[src/rtl/regfile_arbiter.sv]
// regfile_arbiter
//   Shares one register file (one write port, two read ports, written on
//   every clock edge) between requester A (core datapath) and requester B
//   (debug/host loader). Arbitration is round-robin with a bounded lock.
//   The lock lets a winner keep the grant for up to LOCK_MAX consecutive
//   cycles; after that the other requester is served once.
//   The register file writes unconditionally, so every idle, read-only or
//   reset cycle drives a hold write: the current contents of the write
//   address are read on the hold port and written back unchanged.
//
// Ports
//   clk, nReset                 clock (rising edge), async active-low reset
//   x_req, x_we, x_lock         per-port request, write enable, lock request
//   x_addr, x_wdata             per-port address and write data
//   x_gnt                       combinational grant for the current cycle
//   x_rvalid, x_rdata           registered read response, one cycle later
//   rf_waddr, rf_wdata          register-file write port
//   rf_raddr / rf_rdata         register-file read port 1 (requested data)
//   rf_haddr / rf_hdata         register-file read port 2 (hold-write data)
module regfile_arbiter #(
    parameter int n        = 8,
    parameter int AW       = 4,
    parameter int LOCK_MAX = 4
) (
    input  logic                 clk,
    input  logic                 nReset,
    input  logic                 a_req,
    input  logic                 b_req,
    input  logic                 a_we,
    input  logic                 b_we,
    input  logic                 a_lock,
    input  logic                 b_lock,
    input  logic [AW-1:0]        a_addr,
    input  logic [AW-1:0]        b_addr,
    input  logic signed [n-1:0]  a_wdata,
    input  logic signed [n-1:0]  b_wdata,
    output logic                 a_gnt,
    output logic                 b_gnt,
    output logic                 a_rvalid,
    output logic                 b_rvalid,
    output logic signed [n-1:0]  a_rdata,
    output logic signed [n-1:0]  b_rdata,
    output logic [AW-1:0]        rf_waddr,
    output logic signed [n-1:0]  rf_wdata,
    output logic [AW-1:0]        rf_raddr,
    output logic [AW-1:0]        rf_haddr,
    input  logic signed [n-1:0]  rf_rdata,
    input  logic signed [n-1:0]  rf_hdata
);

    typedef enum logic [1:0] {
        OWN_NONE = 2'd0,
        OWN_A    = 2'd1,
        OWN_B    = 2'd2
    } owner_e;

    localparam int            CW         = $clog2(LOCK_MAX + 1);
    localparam logic [CW-1:0] LOCK_MAX_C = CW'(LOCK_MAX);
    localparam logic [CW-1:0] CNT_ONE    = CW'(1);

    owner_e        owner_r;
    owner_e        owner_nxt_s;
    logic [CW-1:0] lock_cnt_r;
    logic [CW-1:0] lock_cnt_nxt_s;
    logic          prio_r;
    logic          prio_nxt_s;
    logic          a_win_s;
    logic          b_win_s;
    logic          forced_s;
    logic          win_lock_s;
    logic          a_rd_s;
    logic          b_rd_s;

    // Winner selection: live lock, then forced release, then single/priority.
    always_comb begin
        a_win_s  = 1'b0;
        b_win_s  = 1'b0;
        forced_s = 1'b0;
        if (!nReset) begin
            a_win_s  = 1'b0;
            b_win_s  = 1'b0;
            forced_s = 1'b0;
        end else begin
            // A saturated lock with the other side waiting must let go once.
            forced_s = ((owner_r == OWN_A) && (lock_cnt_r == LOCK_MAX_C) && b_req) ||
                       ((owner_r == OWN_B) && (lock_cnt_r == LOCK_MAX_C) && a_req);
            if ((owner_r == OWN_A) && a_req && (lock_cnt_r < LOCK_MAX_C)) begin
                a_win_s = 1'b1;
            end else if ((owner_r == OWN_B) && b_req && (lock_cnt_r < LOCK_MAX_C)) begin
                b_win_s = 1'b1;
            end else if (a_req && !b_req) begin
                a_win_s = 1'b1;
            end else if (b_req && !a_req) begin
                b_win_s = 1'b1;
            end else if (a_req && b_req) begin
                if ((owner_r == OWN_A) && forced_s) begin
                    b_win_s = 1'b1;
                end else if ((owner_r == OWN_B) && forced_s) begin
                    a_win_s = 1'b1;
                end else if (prio_r) begin
                    b_win_s = 1'b1;
                end else begin
                    a_win_s = 1'b1;
                end
            end else begin
                a_win_s = 1'b0;
                b_win_s = 1'b0;
            end
        end
    end

    assign a_gnt  = a_win_s;
    assign b_gnt  = b_win_s;
    assign a_rd_s = a_win_s && !a_we;
    assign b_rd_s = b_win_s && !b_we;

    // Next arbitration state: priority flips to the loser, lock bookkeeping.
    always_comb begin
        owner_nxt_s    = OWN_NONE;
        lock_cnt_nxt_s = '0;
        prio_nxt_s     = prio_r;
        win_lock_s     = 1'b0;
        if (a_win_s || b_win_s) begin
            // Winner A means B is preferred next time (prio 1), and vice versa.
            prio_nxt_s = a_win_s;
            if (a_win_s) begin
                win_lock_s = a_lock;
            end else begin
                win_lock_s = b_lock;
            end
            if (win_lock_s && !forced_s) begin
                owner_nxt_s = a_win_s ? OWN_A : OWN_B;
                // A change of owner starts a fresh run; the holder keeps counting.
                if (owner_nxt_s != owner_r) begin
                    lock_cnt_nxt_s = CNT_ONE;
                end else if (lock_cnt_r == LOCK_MAX_C) begin
                    lock_cnt_nxt_s = lock_cnt_r;
                end else begin
                    lock_cnt_nxt_s = lock_cnt_r + CNT_ONE;
                end
            end else begin
                owner_nxt_s    = OWN_NONE;
                lock_cnt_nxt_s = '0;
            end
        end else begin
            owner_nxt_s    = OWN_NONE;
            lock_cnt_nxt_s = '0;
        end
    end

    // Register-file drive; never uses rf_rdata so no loop through the file.
    always_comb begin
        rf_waddr = '0;
        rf_raddr = '0;
        rf_haddr = '0;
        rf_wdata = rf_hdata;
        if (a_win_s) begin
            rf_waddr = a_addr;
            rf_raddr = a_addr;
            rf_haddr = a_addr;
            if (a_we) begin
                rf_wdata = a_wdata;
            end else begin
                rf_wdata = rf_hdata;
            end
        end else if (b_win_s) begin
            rf_waddr = b_addr;
            rf_raddr = b_addr;
            rf_haddr = b_addr;
            if (b_we) begin
                rf_wdata = b_wdata;
            end else begin
                rf_wdata = rf_hdata;
            end
        end else begin
            rf_waddr = '0;
            rf_raddr = '0;
            rf_haddr = '0;
            rf_wdata = rf_hdata;
        end
    end

    // Arbitration state and registered read responses.
    always_ff @(posedge clk or negedge nReset) begin
        if (!nReset) begin
            owner_r    <= OWN_NONE;
            lock_cnt_r <= '0;
            prio_r     <= 1'b0;
            a_rvalid   <= 1'b0;
            b_rvalid   <= 1'b0;
            a_rdata    <= '0;
            b_rdata    <= '0;
        end else begin
            owner_r    <= owner_nxt_s;
            lock_cnt_r <= lock_cnt_nxt_s;
            prio_r     <= prio_nxt_s;
            a_rvalid   <= a_rd_s;
            b_rvalid   <= b_rd_s;
            if (a_rd_s) begin
                a_rdata <= rf_rdata;
            end
            if (b_rd_s) begin
                b_rdata <= rf_rdata;
            end
        end
    end

endmodule
[config.mk]
export PLATFORM = sky130hd
export DESIGN_NAME = regfile_arbiter
export DESIGN_NICKNAME = d
export VERILOG_FILES = /design/src/rtl/regfile_arbiter.sv
export SDC_FILE = /design/constraint.sdc
export NUM_CORES = 1
export LEC_CHECK = 0
export BUFFER_PORTS_ARGS = -buffer_cell sky130_fd_sc_hd__buf_2
export CORE_ASPECT_RATIO = 0.5
export CORE_MARGIN = 2
export CORE_UTILIZATION = 43
export DETAILED_ROUTE_END_ITERATION = 8
export PLACE_DENSITY = 0.78
export SLEW_MARGIN = 20
export SYNTH_ARGS = -nofsm -noshare
export SYNTH_HDL_FRONTEND = slang
export SYNTH_SLANG_ARGS = --single-unit
export TNS_END_PERCENT = 50
[constraint.sdc]
create_clock -name clk -period 2.57 [get_ports clk]
set_clock_uncertainty 0.1 [all_clocks]
set_input_delay 0 -clock clk [delete_from_list [all_inputs] [get_ports clk]]
set_output_delay 0 -clock clk [all_outputs]
set_load 0.02 [all_outputs]
======== After elaboration in Yosys (flattened, before gate mapping) ========
Cells that the tools add are included.
Widths: inputs -> output; s select.
storage, ports and cells
  register bits after elaboration ......... 24
  input bits .............................. 48
  output and inout port bits .............. 40
operators by class
  add/subtract/negate cells ............... 1
  order comparisons ....................... 1
  equality and inequality tests ........... 5
  multiplexer cells ....................... 34
  reduce and logical (&&, ||, !) cells .... 23
operator list
  operator             number
  $mux 8               4
  $mux 1               21
  $logic_and 1x1->1    16
  $mux 3               4
  $mux 4               2
  $mux 2               3
  $logic_not 1->1      5
  $ne 4x3->1 const B   1
  $add 3x1->3 const B  1
  $eq 3x3->1 const B   1
  $lt 3x3->1 const B   1
  $eq 2x1->1 const B   1
  $eq 2x2->1 const B   1
  $logic_or 1x1->1     2
  $ne 2x2->1           1

======== Logic depth before layout (Yosys ltp) ========
  depth in word-level cells ............... 18
  gate-level depth with buffers ........... 8

======== Worst setup path after synthesis ========
No wires, ideal clock.
  path kind ............................... reg2reg
  start ................................... reg lock_cnt_r[0]
  end ..................................... reg a_rdata[0]
  library setup time ...................... 125 ps
  data arrival time ....................... 2022 ps
  required time ........................... 2345 ps
  setup slack ............................. 324 ps
  stages on the path, launching flop included .. 9
  buffers on the path ..................... 1
  clock period less this slack ............ 2246 ps
  cell sequence ........................... dfrtp_1 -> inv_1 -> ha_1 -> nor2b_1 -> o2111a_2 -> nor3_4 -> nand2b_1 -> buf_2 -> mux2_2
on the way
  cells in the longest elaborated chain, start to end .. 14
  elaborated cells on any way between the ends .. 20
  those cells by class .................... 1 x order compare; 1 x eq/ne; 8 x mux; 10 x reduce/logical
RTL lines
  element                                                    RTL line  source
  start, declared                                            63        logic [CW-1:0] lock_cnt_r;
  start signal, assigned                                     195       lock_cnt_r <= lock_cnt_nxt_s;
  $eq 3x3->1                                                 85, 86
  $logic_and 1x1->1, on equally long branches (2 in series)  85, 86
  $logic_or 1x1->1                                           85        forced_s = ((owner_r == OWN_A) && (lock_cnt_r == LOCK_MAX_C) && b_req) ||
  $logic_and 1x1->1                                          98        end else if ((owner_r == OWN_B) && forced_s) begin
  $mux 1                                                     98
  $mux 1                                                     96        if ((owner_r == OWN_A) && forced_s) begin
  $mux 1                                                     95        end else if (a_req && b_req) begin
  $mux 1                                                     93        end else if (b_req && !a_req) begin
  $mux 1                                                     91        end else if (a_req && !b_req) begin
  $mux 1                                                     89        end else if ((owner_r == OWN_B) && b_req && (lock_cnt_r < LOCK_MAX_C)) begin
  $mux 1 *                                                   87        if ((owner_r == OWN_A) && a_req && (lock_cnt_r < LOCK_MAX_C)) begin
  $mux 1 *                                                   79        if (!nReset) begin
  net a_gnt                                                  37        output logic a_gnt,
  $logic_and 1x1->1 *                                        114       assign a_rd_s = a_win_s && !a_we;
  end signal, assigned                                       200       a_rdata <= rf_rdata;
  end, declared                                              41        output logic signed [n-1:0] a_rdata,
Mark *: on every way through the listed nets, which the timed path passes. The rest lies on a longest branch.
A chain may end at the register's enable or synchronous reset.

======== Worst setup path in the final report ========
  start ................................... reg lock_cnt_r[0]
  end ..................................... out rf_wdata[7]
on the way
  cells in the longest elaborated chain, start to end .. 15
  elaborated cells on any way between the ends .. 29
  those cells by class .................... 1 x order compare; 1 x eq/ne; 18 x mux; 9 x reduce/logical
RTL lines
  element                                                    RTL line  source
  $eq 3x3->1                                                 85, 86
  $logic_and 1x1->1, on equally long branches (2 in series)  85, 86
  $logic_or 1x1->1                                           85
  $logic_and 1x1->1                                          98
  $mux 1                                                     98
  $mux 1                                                     96
  $mux 1                                                     95
  $mux 1                                                     93
  $mux 1                                                     91
  $mux 1                                                     89
  $mux 1                                                     87
  $mux 1                                                     79
  $mux 8                                                     166       end else if (b_win_s) begin
  $mux 8 *                                                   157       if (a_win_s) begin
  end, declared                                              44        output logic signed [n-1:0] rf_wdata,
Every way passes the cells marked *; elsewhere a longest branch is shown, timed or not.

==> run summary <==
The flow ran to the end, and the final reports show no timing, DRC or antenna violations. After detailed routing, the average wire length per cell comes to 14.2 microns. The floorplan has 15 rows. The tool flagged a number of max-cap violations equal to 0. The worst hold-check slack is 0.0622 ns. The die boundary width came out at 89.0 microns. The top cell type by total area after synthesis is sky130_fd_sc_hd__dfrtp_1. The sequential share of the synthesized area came out at 0.387. The power density over the cells is 584 mW/mm^2. The largest incremental delay on the critical path came out at 0.39 ns. The cell count after placement is 257. The longest clock path from root to sink contains 2 buffers. The number of pins exceeding their max-slew limit in the final report is 0. The final setup TNS came out at 0 ns. The DRC violation count after routing came out at 0. The count of pins on the block boundary came out at 88. The vertical extent of the die came out at 46.5 microns.

The non-filler instance count after layout is 274. Dividing the detail-routed via count by the number of cells gives 4.96. Data on the critical path is required at its endpoint by 2.47 ns. The final HPWL from detailed placement came out at 2980 microns. The leakage power of the design is 1.10 nW. The master cell of the clock root buffer is sky130_fd_sc_hd__clkbuf_8. The number of distinct library cells after synthesis is 44.

The global routing usage summed across all routing layers is 0.182. The wire length of the first global-routing pass is 5730 microns. The signal on the critical path passes through inv_1 -> ha_2 -> a21bo_2 -> o211a_2 -> a211oi_4 -> buf_4 -> nor3b_1 -> a221o_2 -> buf_2. The worst setup path is launched from a flop. In this run the worst hold path is classified as in2reg. The detailed router finished its first iteration with 35 violations. 0 antenna diodes ended up in the layout. The number of fill cells in the layout is 318. TritonCTS built the clock tree. The number of iterations in the first detailed-routing pass came out at 4. The overall die area is 0.00413 sq mm. The category of the most critical setup path is reg2out. At the worst endpoint, the arrival time is 2.33 ns. For the worst flop-to-flop path, the logic depth is 7. The total routed wirelength came out at 3890 microns. Setup violations remaining at the end of the flow were counted as 0. The startpoint identified for the worst hold timing path is b_we. The share of post-route cells with drive strength above 1 came out at 0.601. The number of synthesized flops with an enable pin came out at 0. The number of antenna violations at the first check in global routing came out at 0. Among cell families on the critical path, the largest total delay comes from compound AO/OA/AOI/OAI gates.

The area share of the leading cell type in the synthesized netlist came out at 0.387. The net count of the finished layout is 274. The share of the clock period used by the worst path after layout is 0.944. The async set-reset flop share out of synthesis came out at 1.00. In this run the critical register-to-register path is captured at a_rdata[3]. The placeable core region is 0.00345 sq mm. The number of global-route vias before repair is 1323.

The count of synthesis-stage warnings from yosys came out at 0. The total count of hold-check failures in the final report is 0. The largest net degree at the start of global routing came out at 26. For this configuration, the core starts out at a cell density of 0.449.

In the synthesized netlist, the number of instances is 128. On the critical path, the stage with the largest delay is an instance of sky130_fd_sc_hd__dfrtp_1. After clock tree synthesis, the clock-pin slew on the worst setup and hold paths is 0.08 ns. The clock reaches the later pin of the worst-skew pair after 0.26 ns.

The final worst-path setup slack came out at 0.144 ns. The hold-critical path depth came out at 3. The total grt overflow is 0. Among all cell types in the netlist, the one instantiated most often is sky130_fd_sc_hd__dfrtp_1. The total nets after synthesis is 178.

The number of buffers and inverters on the critical path is 3. In this run the number of H-tree levels came out at 1. OpenSTA, run right after detailed placement, puts the worst setup slack at 0.295 ns.

The worst hold endpoint is b_rvalid. The post-route total power came out at 1.26 mW. Setup slack on the worst reg-to-reg path comes out at 0.36 ns. The number of CTS-inserted buffers is 3. The maximum resistive drop on vdd came out at 0.508 mV. Ranked by total cell area, the synthesized netlist is headed by sky130_fd_sc_hd__dfrtp_1 39%, sky130_fd_sc_hd__mux2_4 7.7%, sky130_fd_sc_hd__mux2_2 5.8%.

Counting instances in the post-synthesis netlist gives the leading cell types as 24 x sky130_fd_sc_hd__dfrtp_1, 8 x sky130_fd_sc_hd__buf_4, 8 x sky130_fd_sc_hd__inv_1, 8 x sky130_fd_sc_hd__mux2_2, 8 x sky130_fd_sc_hd__mux2_4. The largest fanout on the critical path came out at 16. Summing over every cut layer, the via total after detailed routing is 1359. The congestion estimate from routability-driven global placement came to 0.895. Setup repair after global routing left no endpoint under its margin. The worst-case headroom to the max-slew limit came out at 0.686. In this run the cell area of the synthesized design comes to 0.00155 sq mm. The count of input and output buffers is 87. The path length in cells of the critical path came out at 9. The commonest register cell after synthesis is sky130_fd_sc_hd__dfrtp_1. The synthesis-to-layout area growth came out at 39.1%. The startpoint identified for the worst register-to-register timing path is lock_cnt_r[0]. The synthesis-stage register bit count came out at 24. The routed design could run at a clock period as short as 2.43 ns. The clock drives 24 sinks. The highest clock rate is 412 MHz. The remaining antenna violation count is 0.

The actual slew at the worst max-slew pin is 0.471 ns. STA classifies the critical path endpoint as a primary output. After synthesis, the mean cell area works out to 12.1 sq um.
==> tightest hold or removal path, stage by stage <==
cell	delay (ns)
sky130_fd_sc_hd__buf_2	0.08
sky130_fd_sc_hd__inv_1	0.07
sky130_fd_sc_hd__and2_4	0.20
==> cell usage in the layout, fill, tap and decap left out, types with 2 or more instances in the layout <==
cell	n
sky130_fd_sc_hd__buf_4	4
sky130_fd_sc_hd__nand2b_1	3
sky130_fd_sc_hd__dfrtp_1	24
sky130_fd_sc_hd__buf_2	88
sky130_fd_sc_hd__mux2_2	8
sky130_fd_sc_hd__nor2b_1	2
sky130_fd_sc_hd__nor2_1	4
sky130_fd_sc_hd__a22o_1	4
sky130_fd_sc_hd__a21oi_1	2
sky130_fd_sc_hd__nor3b_1	6
sky130_fd_sc_hd__inv_1	8
sky130_fd_sc_hd__nand2_1	6
sky130_fd_sc_hd__mux2_4	8
sky130_fd_sc_hd__dlygate4sd3_1	11
sky130_fd_sc_hd__and2b_1	2
sky130_fd_sc_hd__nor3b_2	2
sky130_fd_sc_hd__a221o_1	2
sky130_fd_sc_hd__o211a_1	2
sky130_fd_sc_hd__a221o_2	6
sky130_fd_sc_hd__clkbuf_8	4
==> flip-flops by register name (all words and copies together), names as in the netlist <==
register,flops
lock_cnt_r,3
owner_r,2
a_rdata,8
a_rvalid,1
prio_r,1
b_rdata,8
b_rvalid,1
==> worst max path at each step <==
| stage | from | end | slack (ns) |
|---|---|---|---|
| floorplan | lock_cnt_r[0] | a_rdata[0] | 0.32 |
| CTS | lock_cnt_r[0] | rf_wdata[7] | 0.01 |
| detailed placement | lock_cnt_r[0] | rf_wdata[7] | 0.30 |
| finish | lock_cnt_r[0] | rf_wdata[7] | 0.14 |
| global placement | lock_cnt_r[0] | rf_wdata[7] | 0.35 |
| global route | lock_cnt_r[0] | rf_wdata[2] | 0.04 |
==> metal layers <==
metal	global-route usage	vias up	routed length [microns]
li1	-	658	-
met4	0.0358	0	12
met1	0.211	651	1600
met3	0.0341	2	244
met5	0	-	0
met2	0.360	48	2030
==> per-stage QoR <==
stage	util	area, sq um
floorplan	-	1550
global placement	0.571	1970
detailed placement	0.571	1970
CTS	0.620	2140
global route	0.625	2160
finish	0.625	2160
==> report_power, final <==
| group | switching, mW | internal, mW | total (mW) |
|---|---|---|---|
| sequential | 0.0489 | 0.454 | 0.503 |
| clock | 0.108 | 0.136 | 0.245 |
| combinational | 0.276 | 0.236 | 0.512 |
==> area by class of cell <==
class                   instances  area (sq um)  share of cell area
multi-input cells              83           817               0.379
inverters                       8          30.0              0.0139
flip-flops and latches         24           601               0.278
well taps                      51          63.8              0.0296
repair buffers                104           592               0.274
clock buffers                   4          55.1              0.0255
==> kinds of logic after synthesis <==
group	after synthesis	share of synthesized area
buf+inv	21	0.0903
flops	24	0.387
fa+ha+maj	2	0.0161
mux	16	0.135
simple gates	34	0.156
compound gates	30	0.210
xor+xnor	1	0.00565
==> timing repair <==
item	4_1_cts	5_1_grt
buffers inserted	0	1
endpoints found under the hold margin	42	0
pin swaps	0	1
hold buffers	11	0
resized for setup	1	2
gates cloned	0	1
setup endpoints to repair	6	8
No activity file was read; power rests on OpenSTA's default activity.
